<file path="config.mk">
export PLATFORM = sky130hd
export DESIGN_NAME = stream_fifo
export DESIGN_NICKNAME = d
export VERILOG_FILES = /design/src/rtl/fifo_pkg.sv /design/src/rtl/fifo_ram.sv /design/src/rtl/stream_fifo.sv
export SDC_FILE = /design/constraint.sdc
export NUM_CORES = 1
export LEC_CHECK = 0
export CORE_MARGIN = 2
export CORE_UTILIZATION = 35
export CTS_CLUSTER_DIAMETER = 30
export DETAILED_ROUTE_END_ITERATION = 16
export DONT_BUFFER_PORTS = 1
export GPL_TIMING_DRIVEN = 0
export MAX_ROUTING_LAYER = met4
export SYNTH_ARGS = -nofsm -noshare
export SYNTH_HDL_FRONTEND = slang
export SYNTH_SLANG_ARGS = --single-unit
</file>
<file path="constraint.sdc">
create_clock -name clk -period 2.41 [get_ports clk]
set_input_delay 0.723 -clock clk [delete_from_list [all_inputs] [get_ports clk]]
set_output_delay 0.723 -clock clk [all_outputs]
set_load 0.01 [all_outputs]
</file>
<file path="src/rtl/fifo_pkg.sv">
// fifo_pkg: shared mode constants and count-width helper for stream_fifo
package fifo_pkg;
  localparam int FIFO_MODE_STD  = 0;
  localparam int FIFO_MODE_FWFT = 1;
  function automatic int fifo_cnt_w(input int depth);
    return $clog2(depth + 1);
  endfunction
endpackage

</file>
<file path="src/rtl/fifo_ram.sv">
// fifo_ram: simple dual-port storage, synchronous write, asynchronous read
module fifo_ram #(
  parameter int DW = 8,
  parameter int AW = 4
) (
  input  logic          clk,
  input  logic          i_we,
  input  logic [AW-1:0] i_waddr,
  input  logic [DW-1:0] i_wdata,
  input  logic [AW-1:0] i_raddr,
  output logic [DW-1:0] o_rdata
);
  logic [DW-1:0] r_mem [2**AW];
  always_ff @(posedge clk)
    if (i_we) r_mem[i_waddr] <= i_wdata;
  assign o_rdata = r_mem[i_raddr];
endmodule

</file>
<file path="src/rtl/stream_fifo.sv">
// stream_fifo: valid/ready FIFO with FWFT or strobed read, threshold flags and sticky errors
module stream_fifo
  import fifo_pkg::*;
#(
  parameter int DATA_WIDTH = 8,
  parameter int DEPTH      = 16,
  parameter int FWFT       = FIFO_MODE_FWFT,
  parameter int AF_LEVEL   = DEPTH - 2,
  parameter int AE_LEVEL   = 2
) (
  input  logic                          clk,
  input  logic                          rst,
  input  logic                          flush,
  input  logic                          s_valid,
  input  logic [DATA_WIDTH-1:0]         s_data,
  output logic                          s_ready,
  output logic                          m_valid,
  output logic [DATA_WIDTH-1:0]         m_data,
  input  logic                          m_ready,
  output logic [fifo_cnt_w(DEPTH)-1:0]  count,
  output logic                          almost_full,
  output logic                          almost_empty,
  output logic                          overflow,
  output logic                          underflow,
  input  logic                          clr_err
);
  localparam int AW = $clog2(DEPTH);
  localparam int CW = fifo_cnt_w(DEPTH);
  localparam logic [CW-1:0] AF_C = CW'(AF_LEVEL);
  localparam logic [CW-1:0] AE_C = CW'(AE_LEVEL);

  if ((DEPTH < 2) || ((DEPTH & (DEPTH - 1)) != 0)) begin : g_bad_depth
    $fatal(1, "stream_fifo: DEPTH must be a power of two >= 2");
  end
  if (!((AE_LEVEL < AF_LEVEL) && (AF_LEVEL <= DEPTH))) begin : g_bad_levels
    $fatal(1, "stream_fifo: need AE_LEVEL < AF_LEVEL <= DEPTH");
  end

  logic [AW:0]           r_wr_ptr, r_rd_ptr;
  logic [CW-1:0]         r_count, w_count_nxt;
  logic                  r_af, r_ae, r_ovf, r_unf, r_m_valid;
  logic [DATA_WIDTH-1:0] r_m_data, w_rdata;
  logic                  w_full, w_empty, w_wr, w_rd;

  always_comb begin
    w_empty     = r_wr_ptr == r_rd_ptr;
    w_full      = (r_wr_ptr[AW] != r_rd_ptr[AW]) && (r_wr_ptr[AW-1:0] == r_rd_ptr[AW-1:0]);
    w_wr        = s_valid && !w_full;
    w_rd        = m_ready && !w_empty;
    w_count_nxt = flush ? '0 :
                  (w_wr && !w_rd) ? r_count + CW'(1) :
                  (w_rd && !w_wr) ? r_count - CW'(1) : r_count;
  end

  fifo_ram #(.DW(DATA_WIDTH), .AW(AW)) u_ram (
    .clk     (clk),
    .i_we    (w_wr && !flush && !rst),
    .i_waddr (r_wr_ptr[AW-1:0]),
    .i_wdata (s_data),
    .i_raddr (r_rd_ptr[AW-1:0]),
    .o_rdata (w_rdata)
  );

  // Flags are derived from the next count so they line up with count itself.
  always_ff @(posedge clk) begin
    if (rst) begin
      r_wr_ptr  <= '0;
      r_rd_ptr  <= '0;
      r_count   <= '0;
      r_af      <= 1'b0;
      r_ae      <= 1'b1;
      r_m_valid <= 1'b0;
      r_m_data  <= '0;
      r_ovf     <= 1'b0;
      r_unf     <= 1'b0;
    end else begin
      r_wr_ptr  <= flush ? '0 : r_wr_ptr + (AW+1)'(w_wr);
      r_rd_ptr  <= flush ? '0 : r_rd_ptr + (AW+1)'(w_rd);
      r_count   <= w_count_nxt;
      r_af      <= w_count_nxt >= AF_C;
      r_ae      <= w_count_nxt <= AE_C;
      r_m_valid <= w_rd && !flush;
      r_m_data  <= (w_rd && !flush) ? w_rdata : r_m_data;
      r_ovf     <= (s_valid && w_full) || (r_ovf && !clr_err);
      r_unf     <= (m_ready && w_empty) || (r_unf && !clr_err);
    end
  end

  assign s_ready      = !w_full;
  assign m_valid      = (FWFT == FIFO_MODE_FWFT) ? !w_empty : r_m_valid;
  assign m_data       = (FWFT == FIFO_MODE_FWFT) ? (w_empty ? '0 : w_rdata) : r_m_data;
  assign count        = r_count;
  assign almost_full  = r_af;
  assign almost_empty = r_ae;
  assign overflow     = r_ovf;
  assign underflow    = r_unf;
endmodule

</file>
==> flow_summary.yaml <==
outcome:
  run_status: "finished, violations left"
  failing_checks: "setup timing"
worst_setup_path:
  worstPathCellList: "buf_12, buf_12, mux4_2, mux4_2, nor2b_4"
  cpMaxStageDelayCell: "sky130_fd_sc_hd__mux4_2"
  cp-startpoint: "r_rd_ptr[0]"
  max_stage_delay_ns: 0.55
  timing.critical_path.max_delay_family: "multiplexers"
  setup_slack_reg_to_reg_ns: -0.18
  critical_path_buf_inv_count: 2
  r2r_start: "r_rd_ptr[0]"
  crit_path_max_fanout: 8
  critical_path.endpoint_type: "output pin"
  critical_path_required_ns: 1.69
  regToRegEndpoint: "r_rd_ptr[4]"
  cp_data_arrival_time_ns: 2.26
  critical_path_class: "reg2out"
  reg2reg_depth: 14
  critical_path.startpoint_type: "flip-flop"
timing:
  grt_setup_unrepaired: "yes"
  hold_viol: 0
  fin_skew_ns: 0.0138
  worst_slack_ns: -0.569
  fin_crit_sh_pct: 124
  number_of_max_slew_violations_in_the_final_report: 0
  layout_min_cycle_time_ns: 2.98
  setup_viol: 47
  fmaxAchievable_mhz: 336
  maxSlewHeadroom_pct: 55.3
  worstMarginPinSlew_ns: 0.668
yosys:
  yosys_register_bits: 147
  syn_avg_cell_area_um2: 18.4
  yosys.area_share.adder_pct: 1.25
  post_synth_and_or_nand_nor_area_fraction_pct: 6.40
  mappedNetlistNets: 347
  yosys-mux-area-fraction_pct: 16.3
  synth_compound_gate_area_share_pct: 1.91
  synthXorXnorAreaFrac_pct: 2.33
  yosysWarningCount: 0
  syn_inst: 327
  dominant_combinational_cell_family_by_area_after_synthesis: "multiplexers"
  yosysSeqAreaShare_pct: 70.1
  yosys.cell_types.count: 37
  area_of_the_mapped_netlist_um2: 6030
drt:
  detail_route.vias_per_cell: 5.12
  drt_pre_antenna_iters: 5
  dr.first_iter.drc_count: 330
  route.antenna.remaining_nets: 0
  detailed_route_via_count: 3122
  drc: 0
  detail_route.wl_per_cell_um: 21.8
  detail_route.wirelength_um: 13300
worst_hold_path:
  hold_end: "underflow"
  hold_class: "in2reg"
  whs_path_depth: 1
  hold_start: "rst"
place:
  post-place-cells: 547
  detailed_place_hpwl_um: 7920
  place.gp.congestion: 0.797
  placement.io_buffers: 0
  dp_worst_setup_slack_ns: -0.692
cells_and_area:
  layout-drive-gt1-share_pct: 39.5
  area_growth_pct: 27.8
  layout.nets: 397
  final_common_cell: "sky130_fd_sc_hd__edfxtp_1"
  antennaDiodeCount: 0
  leading_cell_types_in_the_layout_fill_and_taps_excluded: "sky130_fd_sc_hd__edfxtp_1 (128), sky130_fd_sc_hd__mux4_2 (40), sky130_fd_sc_hd__clkbuf_16 (19)"
  instances_no_fill: 610
clocking:
  clock_insertion_delay_worst_skew_ns: 0.42
  longest_clk_path_bufs: 2
  number_of_buffers_inserted_during_clock_tree_synthesis: 17
  tritoncts: "built"
  cts.root.buffer_cell: "sky130_fd_sc_hd__clkbuf_16"
  cts.reportedPaths.clkPinSlew_ns: 0.06
  numClockSinks: 147
  cts.htree.levels: 4
floorplan:
  coreArea_um2: 16700
  fp-row-count: 47
  floorplan.die_area_um2: 18300
  ioPinCount: 33
  die_y_um: 135
  die-width_um: 135
  floorplan.initialDensity_pct: 36.1
global_route:
  global_route.usage.total_pct: 15.1
  vias_in_the_first_global_route: 3158
  grt_overflow_total: 0
  grt_pass1_wl_um: 19200
  antenna_violations_before_repair: 0
  maximum_number_of_pins_on_one_net_before_global_route_repair: 17
power_and_ir_drop:
  power_frac_comb_pct: 4.0
  total_power_mw: 5.54
  power.switching_fraction_pct: 20.4
  pwr_density_cell_nw_per_um2: 719
  power.share.clock_pct: 45.7
  internal_power_mw: 4.41
  vdd_ir_drop_max_v: 0.000453
  leakage_nw: 2.49
  net-switching-power_mw: 1.13
  share_seq_of_total_power_pct: 50.3
run:
  max_cap_violations: 0
-- synth_stat cells (all sizes together) --
cell type  count  area (µm²)
a21o           1        7.51
a21oi          3        18.8
a31oi          2        12.5
and2           8        50.1
and3           1        6.26
buf           11        60.1
clkbuf         8        30.0
dfxtp         19         380
edfxtp       128        3840
ha             6        75.1
inv            4        15.0
mux2i          8        80.1
mux4          40         901
nand2          6        22.5
nand2b         3        18.8
nand3          7        35.0
nand3b         2        15.0
nand4          2        12.5
nand4bb        1        11.3
nor2          23        86.3
nor2b          9        56.3
nor3           5        25.0
nor4           1        21.3
o21a           1        7.51
o21ai          1        5.00
o221ai         1        15.0
o22ai          5        31.3
o2bb2ai        1        8.76
o32ai          1        8.76
or2            1        6.26
or3b           1        8.76
or4b           1        10.0
xnor2          4        35.0
xor2          12         105
-- power groups by stage --
stage | Clock, mW | Combinational (mW) | Sequential (mW)
finish | 2.53 | 0.220 | 2.79
global route | 2.66 | 0.233 | 2.79
CTS | 2.56 | 0.192 | 2.79
detailed placement | 0 | 0.151 | 2.84
global placement | 0 | 0.148 | 2.84
floorplan | 0 | 0.119 | 2.84
-- what timing repair did --
action | CTS | global route
gates cloned | 2 | 2
gates resized for setup | 47 | 29
setup endpoints to repair | 139 | 125
buffers inserted | 9 | 19
pin swaps | 4 | 16
hold buffers | 0 | 0
-- worst max path at each step --
stage	end	cells after the start
after floorplan	m_data[0]	5
after global placement	u_ram.r_mem[4][4]	4
after detailed placement	u_ram.r_mem[3][4]	4
after CTS	m_data[7]	5
after global routing	m_data[0]	5
final	m_data[0]	5
-- registers in the layout, indices dropped and copies added (netlist names) --
register and cells:
underflow 1, overflow 1, u_ram.r_mem 128, count 5, r_wr_ptr 5, r_rd_ptr 5
almost_empty 1, almost_full 1
-- metrics by stage --
stage	utilization, %	TNS, ns	hold slack, ns	instance area [µm²]
floorplan	-	-0.0826	0.483	6100
global placement	38.2	-56.90	0.502	6380
detailed placement	38.2	-59.70	0.519	6380
CTS	43.5	-5.11	0.361	7270
global route	46.1	-9.80	0.363	7700
finish	46.1	-6.46	0.380	7700
-- cell families (layout without fill, tap and decap cells) --
family / count (synthesis) / in the layout
flip-flops: 147 / 147
AO/OA/AOI/OAI: 16 / 16
adder cells (fa/ha/maj): 6 / 6
AND/OR/NAND/NOR: 71 / 71
buffers and inverters: 23 / 86
XOR/XNOR: 16 / 16
multiplexers: 48 / 48
-- per-layer routing --
metal  GRT usage, %  routed length, µm
met5              -                  0
met3           2.88                791
met1           19.7               5530
met4           5.38                 82
met2           23.9               6880
-- area by class of cell --
cell class | count | area (µm²)
repair buffers | 31 | 470
multi-input cells | 157 | 1940
fillers | 1399 | 9000
plain buffers | 19 | 206
flip-flops and latches | 147 | 4230
inverters | 4 | 15.0
clock buffers | 19 | 433
well taps | 220 | 275
clock inverters | 13 | 135
Note: power is estimated with default switching activity, not from simulation.
==> edit: new RTL, same settings <==
Reset style: asynchronous (`rst`), changed in one clocked block.
--- a/src/rtl/stream_fifo.sv
+++ b/src/rtl/stream_fifo.sv
@@ -62,7 +62,7 @@
   );
 
   // Flags are derived from the next count so they line up with count itself.
-  always_ff @(posedge clk) begin
+  always_ff @(posedge clk or posedge rst) begin
     if (rst) begin
       r_wr_ptr  <= '0;
       r_rd_ptr  <= '0;
Check against the original RTL: differs if rst is asserted again (counterexample within 4 cycles, from zero or initial values and one cycle with rst high); with rst held inactive, the same outputs for 10 cycles.
==> edit against the unedited design <==
  * The flow still finishes with violations (negative setup slack)
  * Register-to-register slack lost 130 ps
  * Routed wire length up 1.5%
  * First-iteration DRC count shrank 22%
  * Setup slack got worse by 130 ps
  * Design area is 2.7% higher
  * Synthesized area increased by 3.8%
  * Sequential cell count unchanged
  * Global-route usage is 0.18 points higher
  * Highest routed layer unchanged
Power is not compared: it rests on default switching activity, and its combinational part moved more than twofold at a synthesized area within 25%.
==> edit: results (changes against the unedited design) <==
drive_above_1_share: 0.4142  # +0.01934
grt_pass1_wl_um: 19940  # +3.7%
nFillCells: 1406  # +0.50%
synthMuxAreaShare: 0.1593  # -0.003495
tightest_slew_ps: 821.6  # +154.1 ps
synth_fa_ha_area_frac: 0.01201  # -0.0004513
holdCritPathClass: "input pin to asynchronous set/reset pin"
grt_max_degree: 20  # +3
crit_path_max_fanout: 5  # -3
violations: "negative setup slack"
yosysSeqAreaShare: 0.6910  # -0.009982
wl_per_cell_um: 21.31  # -2.2%
drt-vias-per-instance: 5.167  # +0.97%
nets: 415  # +4.5%
netlist_top_cells_area: "edfxtp_1 (61%), mux4_2 (14%), dfrtp_1 (7.2%)"
cts_max_path_buffers: 2  # unchanged
synth_xor_area_frac: 0.02201  # -0.001243
place.gp.congestion: 0.8190  # +2.8%
antenna_found_initial: 0  # unchanged
path_buf_inv: 3  # +1
drt-pass1-iter-count: 4  # -1
synth.distinct_cells: 46  # +24%
status: "finished, violations left"
grt_pass1_vias: 3335  # +5.6%
synth_common_cells: "edfxtp_1 (128), mux4_2 (40), nor2_1 (29)"
hpwl_um: 8551  # +8.0%
synth_compound_area_frac: 0.02321  # +0.004111
syn_nets: 365  # +5.2%
setup_viol: 142  # +200%
cp.arrival_ps: 2380  # +120 ps
drt_iter0_markers: 258  # -22%
cpPeakStageDelay_ps: 510  # -40 ps
finalClockSkew_ps: 8.097  # -5.658 ps
finalWorstSetupSlack_ps: -694.1  # -125.3 ps
edit: cell types whose count changed in the layout (fill, tap and decap cells not counted), moves of 5 or more:
cell / delta
and2_1: -7
buf_12: -6
buf_6: +13
dfrtp_1: +18
dfxtp_1: -18
inv_1: +5
inv_6: +7
nor2b_1: +5
edit: path summary, 6_finish.rpt:
path / start / to / slack, ps / depth (start not counted)
max in group asynchronous: rst / r_wr_ptr[3]$_DFF_PP0_ / 1580 / 1
min in group clk: s_data[0] / u_ram.r_mem[15][0]$_DFFE_PP_ / 390 / 0
setup reg to reg: r_rd_ptr[0]$_DFF_PP0_ / u_ram.r_mem[1][1]$_DFFE_PP_ / -310 / 13
hold / removal: rst / count[0]$_DFF_PP0_ / 330 / 1
hold reg to reg: underflow$_DFF_PP0_ / underflow$_DFF_PP0_ / 610 / 2
setup / recovery: r_rd_ptr[0]$_DFF_PP0_ / m_data[1] / -690 / 6
edit: cell families after synthesis:
group | Yosys count
compound gates | 17
xor+xnor | 14
fa+ha+maj | 6
buf+inv | 30
flops | 147
mux | 49
simple gates | 82
edit: through the flow:
stage               worst slack [ps]  hold WS, ps  area [µm²]  cells  TNS [ps]
finish                        -694.1        333.8        7906    633    -24030
global route                  -749.6        371.0        7906    633    -36440
CTS                           -734.4        347.3        7747    625     -6346
detailed placement            -762.3        603.0        6670    570    -80020
global placement              -743.6        598.1        6670    570    -71650
floorplan                     -121.2        557.8        6389    345     -3913
edit: final cells by class:
class / count / share of cell area
plain buffers: 20 / 0.02010
clock buffers: 17 / 0.05381
clock inverters: 15 / 0.01978
inverters: 9 / 0.004906
multi-input cells: 168 / 0.2670
flip-flops and latches: 147 / 0.5464
well taps: 225 / 0.03561
repair buffers: 32 / 0.05238
edit: power groups by stage:
stage / Clock (mW) / Sequential, mW / Combinational (mW)
after floorplan: 0 / 2.93 / 0.832
after global placement: 0 / 2.94 / 0.999
after detailed placement: 0 / 2.95 / 1.03
after CTS: 2.60 / 2.89 / 1.34
after global routing: 2.69 / 2.90 / 1.48
final: 2.56 / 2.90 / 1.40
edit: what timing repair did:
action                                  CTS  global route
buffers inserted                         20            14
hold endpoints to repair                  0             0
cloned                                    3             0
endpoints found under the setup margin  142            96
pin swaps                                 7            17
gates resized for setup                  41            36
edit: metal layers:
metal / GRT usage / wire length [µm] / vias up
li1: - / - / 1464
met1: 0.1964 / 5849 / 1722
met2: 0.2416 / 6910 / 70
met3: 0.03385 / 522 / 15
met4: 0.05212 / 206 / 0
met5: - / 0 / -
